**src/rtl/hazard_pkg.sv**
```systemverilog
// Shared encodings for the hazard unit: forwarding selects and result-source codes.
package hazard_pkg;

  typedef logic [1:0] fwd_t;

  localparam fwd_t       FWD_NONE = 2'b00;
  localparam fwd_t       FWD_WB   = 2'b01;
  localparam fwd_t       FWD_MEM  = 2'b10;
  localparam logic [1:0] RES_LOAD = 2'b01;

endpackage

```
**src/rtl/hazard_unit_sb_if.sv**
```systemverilog
// Decode-side register addresses and long-op strobes that the top hands to the scoreboard.
interface hazard_unit_sb_if #(
    parameter int REG_AW = 5
);
    // long_start and long_done are single-cycle strobes with no back-pressure:
    // an event counts in every cycle its strobe is high, qualified by start_rd / done_rd.
    logic [REG_AW-1:0] rs1d;
    logic [REG_AW-1:0] rs2d;
    logic [REG_AW-1:0] rdd;
    logic              long_op;
    logic              long_start;
    logic [REG_AW-1:0] start_rd;
    logic              long_done;
    logic [REG_AW-1:0] done_rd;

    modport master (
        output rs1d, rs2d, rdd, long_op, long_start, start_rd, long_done, done_rd
    );

    modport slave (
        input rs1d, rs2d, rdd, long_op, long_start, start_rd, long_done, done_rd
    );

endinterface

```
**src/rtl/hazard_scoreboard.sv**
```systemverilog
// Per-register busy bits, outstanding long-op counter and sticky error flag.
import hazard_pkg::*;

module hazard_scoreboard #(
    parameter int REG_AW  = 5,
    parameter int MAX_OUT = 4
) (
    input  logic                   clk,
    input  logic                   reset,
    hazard_unit_sb_if.slave        req,
    output logic                   sb_stall,
    output logic                   full_stall,
    output logic                   sb_error
);

    localparam int             NREG  = 1 << REG_AW;
    localparam int             CW    = $clog2(MAX_OUT + 1);
    localparam logic [CW-1:0]  MAX_C = CW'(MAX_OUT);

    logic [NREG-1:0] busy;
    logic [NREG-1:0] busy_nxt;
    logic [CW-1:0]   count;
    logic            stray_done;
    logic            overflow;
    logic            underflow;

    // Clear is applied first so a same-cycle set on the same register wins.
    always_comb begin
        busy_nxt = busy;
        if (req.long_done)
            busy_nxt[req.done_rd] = 1'b0;
        if (req.long_start && (req.start_rd != '0))
            busy_nxt[req.start_rd] = 1'b1;
        busy_nxt[0] = 1'b0;
    end

    assign stray_done = req.long_done && !busy[req.done_rd];
    assign overflow   = req.long_start && !req.long_done && (count == MAX_C);
    assign underflow  = req.long_done && !req.long_start && (count == '0);

    always_ff @(posedge clk) begin
        if (reset) begin
            busy     <= '0;
            count    <= '0;
            sb_error <= 1'b0;
        end else begin
            busy <= busy_nxt;
            if (req.long_start && !req.long_done && !overflow)
                count <= count + CW'(1);
            else if (req.long_done && !req.long_start && !underflow)
                count <= count - CW'(1);
            if (stray_done || overflow || underflow)
                sb_error <= 1'b1;
        end
    end

    // The RdD term blocks a second write to a register still owed by a long op.
    assign sb_stall = ((req.rs1d != '0) && busy[req.rs1d]) ||
                      ((req.rs2d != '0) && busy[req.rs2d]) ||
                      ((req.rdd  != '0) && busy[req.rdd]);

    assign full_stall = req.long_op && (count == MAX_C);

endmodule

```
**src/rtl/hazard_unit_sb.sv**
```systemverilog
// Pipeline hazard unit: forwarding, load-use / scoreboard / capacity stalls, flushes.
// Optional performance counters are built when HAZARD_PERF_EN is defined.
import hazard_pkg::*;

module hazard_unit_sb #(
    parameter int REG_AW  = 5,
    parameter int MAX_OUT = 4
) (
    input  logic              clk,
    input  logic              reset,
    input  logic [REG_AW-1:0] Rs1D,
    input  logic [REG_AW-1:0] Rs2D,
    input  logic [REG_AW-1:0] RdD,
    input  logic              LongOpD,
    input  logic [REG_AW-1:0] Rs1E,
    input  logic [REG_AW-1:0] Rs2E,
    input  logic [REG_AW-1:0] RdE,
    input  logic [1:0]        ResultSrcE,
    input  logic              PCSrcE,
    input  logic              LongStartE,
    input  logic [REG_AW-1:0] RdM,
    input  logic              RegWriteM,
    input  logic [REG_AW-1:0] RdW,
    input  logic              RegWriteW,
    input  logic              LongDoneW,
    input  logic [REG_AW-1:0] LongRdW,
    output logic              StallF,
    output logic              StallD,
    output logic              FlushD,
    output logic              FlushE,
    output logic [1:0]        ForwardAE,
    output logic [1:0]        ForwardBE,
    output logic              SbError,
    output logic [31:0]       StallCnt,
    output logic [31:0]       FlushCnt
);

    logic lw_stall;
    logic sb_stall;
    logic full_stall;
    logic any_stall;

    hazard_unit_sb_if #(.REG_AW(REG_AW)) sb_req ();

    assign sb_req.rs1d       = Rs1D;
    assign sb_req.rs2d       = Rs2D;
    assign sb_req.rdd        = RdD;
    assign sb_req.long_op    = LongOpD;
    assign sb_req.long_start = LongStartE;
    assign sb_req.start_rd   = RdE;
    assign sb_req.long_done  = LongDoneW;
    assign sb_req.done_rd    = LongRdW;

    hazard_scoreboard #(
        .REG_AW  (REG_AW),
        .MAX_OUT (MAX_OUT)
    ) u_scoreboard (
        .clk        (clk),
        .reset      (reset),
        .req        (sb_req),
        .sb_stall   (sb_stall),
        .full_stall (full_stall),
        .sb_error   (SbError)
    );

    // Memory stage holds the younger result, so it beats Writeback.
    always_comb begin
        ForwardAE = FWD_NONE;
        if ((Rs1E != '0) && RegWriteM && (Rs1E == RdM))
            ForwardAE = FWD_MEM;
        else if ((Rs1E != '0) && RegWriteW && (Rs1E == RdW))
            ForwardAE = FWD_WB;

        ForwardBE = FWD_NONE;
        if ((Rs2E != '0) && RegWriteM && (Rs2E == RdM))
            ForwardBE = FWD_MEM;
        else if ((Rs2E != '0) && RegWriteW && (Rs2E == RdW))
            ForwardBE = FWD_WB;
    end

    assign lw_stall  = (ResultSrcE == RES_LOAD) && (RdE != '0) &&
                       ((Rs1D == RdE) || (Rs2D == RdE));
    assign any_stall = lw_stall | sb_stall | full_stall;

    // A taken branch squashes Decode, so holding it would only lose the redirect.
    assign StallF = any_stall & ~PCSrcE;
    assign StallD = any_stall & ~PCSrcE;
    assign FlushD = PCSrcE;
    assign FlushE = any_stall | PCSrcE;

`ifdef HAZARD_PERF_EN
    always_ff @(posedge clk) begin
        if (reset) begin
            StallCnt <= '0;
            FlushCnt <= '0;
        end else begin
            if (StallD && (StallCnt != 32'hFFFF_FFFF))
                StallCnt <= StallCnt + 32'd1;
            if ((FlushD || FlushE) && (FlushCnt != 32'hFFFF_FFFF))
                FlushCnt <= FlushCnt + 32'd1;
        end
    end
`else
    assign StallCnt = 32'd0;
    assign FlushCnt = 32'd0;
`endif

endmodule
```
**config.mk**
```make
export PLATFORM = sky130hd
export DESIGN_NAME = hazard_unit_sb
export DESIGN_NICKNAME = d
export VERILOG_FILES = /design/src/rtl/hazard_pkg.sv /design/src/rtl/hazard_unit_sb_if.sv /design/src/rtl/hazard_scoreboard.sv /design/src/rtl/hazard_unit_sb.sv
export SDC_FILE = /design/constraint.sdc
export NUM_CORES = 1
export LEC_CHECK = 0
export BUFFER_PORTS_ARGS = -buffer_cell sky130_fd_sc_hd__buf_2
export CORE_AREA = 2 2 98 100
export DETAILED_ROUTE_END_ITERATION = 8
export DIE_AREA = 0 0 100 102
export PLACE_DENSITY = 0.64
export SLEW_MARGIN = 15
export SYNTH_ARGS = -nofsm -noshare
export SYNTH_HDL_FRONTEND = slang
export SYNTH_SLANG_ARGS = --single-unit
```
**constraint.sdc**
```tcl
create_clock -name clk -period 3.35 [get_ports clk]
set_clock_uncertainty 0.2 [all_clocks]
set_input_delay 0.5025 -clock clk [delete_from_list [all_inputs] [get_ports clk]]
set_output_delay 0.5025 -clock clk [all_outputs]
set_load 0.01 [all_outputs]
```
# Word level (Yosys, flattened, before mapping)
# Index checks and enable logic that the tools add are counted.
# W data, S select, Z words.
[word_totals]
regBits = 36
latchBits = 0
ramBits = 0
mem_bits_ro = 0
in_bits = 55
n_memories = 0
[op_classes]
addsub = 2
n_mul = 0
n_div = 0
magnitude_cmp = 7
n_eq_ne = 8
n_shift = 0
n_mux = 20
bitwise_logic = 8
n_reduce_logical = 42
[ops]
columns = ["operator", "n"]
rows = [
  ["$mux W32", 2],
  ["$and A32 B32 Y32", 1],
  ["$not A32 Y32", 1],
  ["$or A32 B32 Y32", 1],
  ["$eq A5 B5 Y1", 6],
  ["$lt A5 B6 Y1 const B", 5],
  ["$reduce_bool A5 Y1", 6],
  ["$logic_and A1 B1 Y1", 24],
  ["$bmux W1 S5", 4],
  ["$demux W1 S5", 2],
  ["$ge A5 B1 Y1 const B", 2],
  ["$mux W1", 8],
  ["$mux W3", 2],
  ["$logic_not A1 Y1", 5],
  ["$logic_or A1 B1 Y1", 5],
  ["$mux W2", 2],
  ["$add A3 B1 Y3 const B", 1],
  ["$eq A3 B3 Y1 const B", 1],
  ["$logic_not A3 Y1", 1],
  ["$or A1 B1 Y1", 3],
  ["$sub A3 B1 Y3 const B", 1],
  ["$eq A2 B1 Y1 const B", 1],
  ["$reduce_bool A2 Y1", 1],
  ["$and A1 B1 Y1", 1],
  ["$not A1 Y1", 1],
]

# Depth between registers and ports, before layout
[depth]
depth_word = 9
mapped_depth = 10
depth_no_buf = 10

# Hierarchy
# A second synthesis with hierarchy kept.
[hier_totals]
cells_unflattened = 416
hier_area_um2 = 3568.4
[modules_own_cells]
columns = ["mod", "instances", "cells_per_inst", "area_per_inst_um2", "seq_area_each_um2"]
rows = [
  ["hazard_scoreboard", 1, 292, 2606.2, 700.7],
  ["hazard_unit_sb", 1, 124, 962.2, 0.0],
]

# Worst setup path before layout
# Ideal clock, no wire load.
[synth_timing]
kind = "input to output"
from = "input port RdD[0]"
to = "output port StallF"
arrival_ns = 2.211
required_time_ns = 2.647
slack_ns = 0.436
stages = 8
path_buffers = 2
cell_sequence = "buf_2 > mux4_2 > mux2_2 > nand3_1 > o221ai_1 > nor4_2 > nor2_1 > buf_4"
[synth_via]
elab_chain_cells = 7
[synth_rtl]
columns = ["item", "line", "source"]
rows = [
  ["from (decl)", "hazard_unit_sb.sv:13", "input logic [REG_AW-1:0] RdD,"],
  ["$bmux W1 S5", "hazard_scoreboard.sv:60", "((req.rdd != '0) && busy[req.rdd]);"],
  ["$mux W1 (not written as such)", "hazard_scoreboard.sv:60", ""],
  ["$logic_and A1 B1 Y1 (*)", "hazard_scoreboard.sv:60", ""],
  ["$logic_or A1 B1 Y1 (*)", "hazard_scoreboard.sv:59", "((req.rs2d != '0) && busy[req.rs2d]) ||"],
  ["$or A1 B1 Y1 (*) (2 in series)", "hazard_unit_sb.sv:83", "assign any_stall = lw_stall | sb_stall | full_stall;"],
  ["$and A1 B1 Y1 (*)", "--", ""],
  ["to (decl)", "hazard_unit_sb.sv:27", "output logic StallF,"],
]
# Mark *: on every way between the ends. The rest lies on a longest branch, timed or not. The select of a mux whose other input is x is not followed.

# Worst setup path after layout
[layout_timing]
from = "input port RdD[0]"
to = "output port StallD"
[layout_via]
elab_chain_cells = 7
[layout_rtl]
columns = ["item", "line", "source"]
rows = [
  ["$bmux W1 S5", "hazard_scoreboard.sv:60", ""],
  ["$mux W1 (not written as such)", "hazard_scoreboard.sv:60", ""],
  ["$logic_and A1 B1 Y1 (*)", "hazard_scoreboard.sv:60", ""],
  ["$logic_or A1 B1 Y1 (*)", "hazard_scoreboard.sv:59", ""],
  ["$or A1 B1 Y1 (*) (2 in series)", "hazard_unit_sb.sv:83", ""],
  ["$and A1 B1 Y1 (*)", "hazard_unit_sb.sv:87", "assign StallD = any_stall & ~PCSrcE;"],
  ["to (decl)", "hazard_unit_sb.sv:28", "output logic StallD,"],
]
# Marks and branches as above.

==> metrics.csv <==
metric,value,unit
worst slew pin tran,0.732,ns
Top Ports,128,
hpwl dp,7280,µm
dpl ws,0.322,ns
combinational power share,0.269,
H-tree levels,2,
Via Count,3285,
CTS tree,yes,
largest net degree at the start of global routing,36,
Final Hold Viols,0,
IO Port Bufs,63,
slew margin rel.,0.510,
CTS Buf Count,5,
period utilisation layout,0.897,
Inst Count DP,589,
Int Power,763,µW
Syn. warnings,0,
share of total power in the clock network,0.338,
PostCTS Resize Cnt,0,
Area after DPL,3690,µm²
initial drt markers,204,
clk slew on worst S/H paths,0.07,ns
Post-Layout Cell Count,597,
initial core utilization,0.396,
gpl congestion,0.852,
crit end category,primary output,
worst setup path startpoint,RdD[0],
M2 GR Usage,0.310,
Post-synth ARST share,0,
vias in the first global route,2954,
CTS Hold Bufs,0,
Final TNS setup,0,ns
layout cell share with drive strength beyond 1,0.202,
DRT Pass-1 Iters,4,
outcome,"complete, no violations",
Area Growth Syn to Fin,5.48,%
RSZ-0062 raised after global routing,no,
hold_sp,u_scoreboard.count[0],
"flops & latches, synth",35,
Core Area,9110,µm²
final worst path period need,3.00,ns
Setup-failing EPs final,0,
"Seq/Total Area, Yosys",0.194,
Leak,0.00154,µW
CTS root buffer,clkbuf_8,
met1 Use GR,0.243,
row count,35,
"Top FF cell, synth",dfxtp_1,
Tot Pwr,1120,µW
WS Path Type,in2out,
Max-cap violations,0,
finished layout cell area,3810,µm²
Die W,100,µm
critical path data arrival time,2.30,ns
Vias/cell,5.50,
Critical Path RT,2.65,ns
Worst Setup Start Kind,input pin,
initial antenna violation count,0,
Sequential Power Share,0.393,
first-pass GRT wire length,14900,µm
Total Routing Usage GR,0.184,
Post-synth EDFFs,0,
die span in y,102,µm
final worst slack,0.346,ns
later-pin clock latency in the skew report,0.29,ns
most frequent cells in the layout,"64 x conb_1, 63 x buf_2, 47 x nand2_1",
maximum VDD drop,0.146,mV
fillers,918,
"commonest non-fill, non-tap cell in the layout",conb_1,
clock sink count,35,
max-slew violation count,0,
met3 Track Usage GR,0.0301,
Avg WL per Cell,16.2,µm
Longest Clk Path Bufs,2,
# diodes,0,
DRT antenna net count,0,
PD cells,295,nW/µm²
Total Wirelength,9660,µm
count of distinct cell types in the synthesized netlist,48,
Top Usage Layer GRT,met2,
switch share,0.321,
Sw Pwr,361,µW
Synth Area per Inst,8.11,µm²
reg2reg start,u_scoreboard.busy[4],
Post-Syn Area,3610,µm²
Hold Path Class,reg2reg,
Worst Path Max Fanout,11,
Die Area,10200,µm²
Residual DRC,0,
postcts setup bufs,0,
Cells after Synth,445,
total global routing overflow,0,
# nets final,541,
fmax,333,MHz
-- area by class of cell --
class | count | area, µm² | area share
clock buffers | 5 | 68.8 | 0.0181
clock inverters | 3 | 43.8 | 0.0115
inverters | 5 | 18.8 | 0.00493
multi-input cells | 373 | 2500 | 0.658
flip-flops and latches | 35 | 701 | 0.184
well taps | 111 | 139 | 0.0365
repair buffers | 65 | 330 | 0.0868
-- cells in the mapped netlist, types with 5 or more instances --
master / n / area, µm²
or4_1: 5 / 37.5
nand2_1: 47 / 176
nor3_1: 5 / 25.0
xor2_1: 14 / 123
nand2b_1: 7 / 43.8
xnor2_1: 18 / 158
inv_1: 5 / 18.8
mux2_2: 7 / 78.8
mux4_2: 14 / 315
buf_4: 67 / 503
nor2_1: 25 / 93.8
nand3_1: 8 / 40.0
mux2i_1: 14 / 140
dfxtp_1: 35 / 701
mux4_1: 7 / 184
o21ai_0: 37 / 185
clkbuf_1: 20 / 75.1
a21oi_1: 37 / 185
nand4_1: 7 / 43.8
nor2b_1: 8 / 50.1
nand3b_1: 11 / 82.6
-- metrics by stage --
step                      hold slack (ns)  utilization
after floorplan                     0.278            -
after global placement              0.312        0.405
after detailed placement            0.319        0.405
after CTS                           0.332        0.418
after global routing                0.367        0.418
final                               0.330        0.418
-- worst max-delay path, stage by stage --
cell      delay (ns)
buf_2           0.24
mux4_2          0.53
mux2_2          0.29
nand3_1         0.09
o221ai_1        0.12
nor4_2          0.31
nor2_1          0.07
buf_2           0.14
-- worst paths after layout --
| kind | slack [ns] | to | cells past startpoint |
|---|---|---|---|
| worst min-delay path | 0.33 | u_scoreboard.count[0] | 2 |
| worst min register to register | 0.33 | u_scoreboard.count[0] | 2 |
| worst max register to register | 1.22 | u_scoreboard.sb_error | 5 |
| worst max-delay path | 0.35 | StallD | 8 |
-- registers in the layout, summed over array words and instances (netlist names) --
signal                 count
u_scoreboard.busy         31
u_scoreboard.sb_error      1
u_scoreboard.count         3
-- cells by family after synthesis --
kind of cell / share of synthesized area
other: 0.00104
and+or+nand+nor: 0.200
AOI/OAI and AO/OA: 0.145
DFF: 0.194
muxes: 0.199
buffers and inverters: 0.177
xor gates and xnor gates: 0.0777
adders and majority gates: 0.00555
-- power by group through the flow --
stage / clock network, µW / logic, µW / registers (µW)
2_1_floorplan: 0 / 273 / 445
3_3_place_gp: 0 / 294 / 450
3_5_place_dp: 0 / 297 / 451
4_1_cts: 386 / 299 / 441
5_1_grt: 402 / 332 / 444
6_report: 380 / 302 / 442
-- metal layers --
| metal | vias up | routed length [µm] | part of all wire |
|---|---|---|---|
| li1 | 1542 | - | - |
| met1 | 1556 | 4030 | 0.42 |
| met2 | 169 | 4560 | 0.47 |
| met3 | 18 | 869 | 0.090 |
| met4 | 0 | 204 | 0.021 |
| met5 | - | 0 | 0 |
Note: power is estimated with default switching activity, not from simulation.
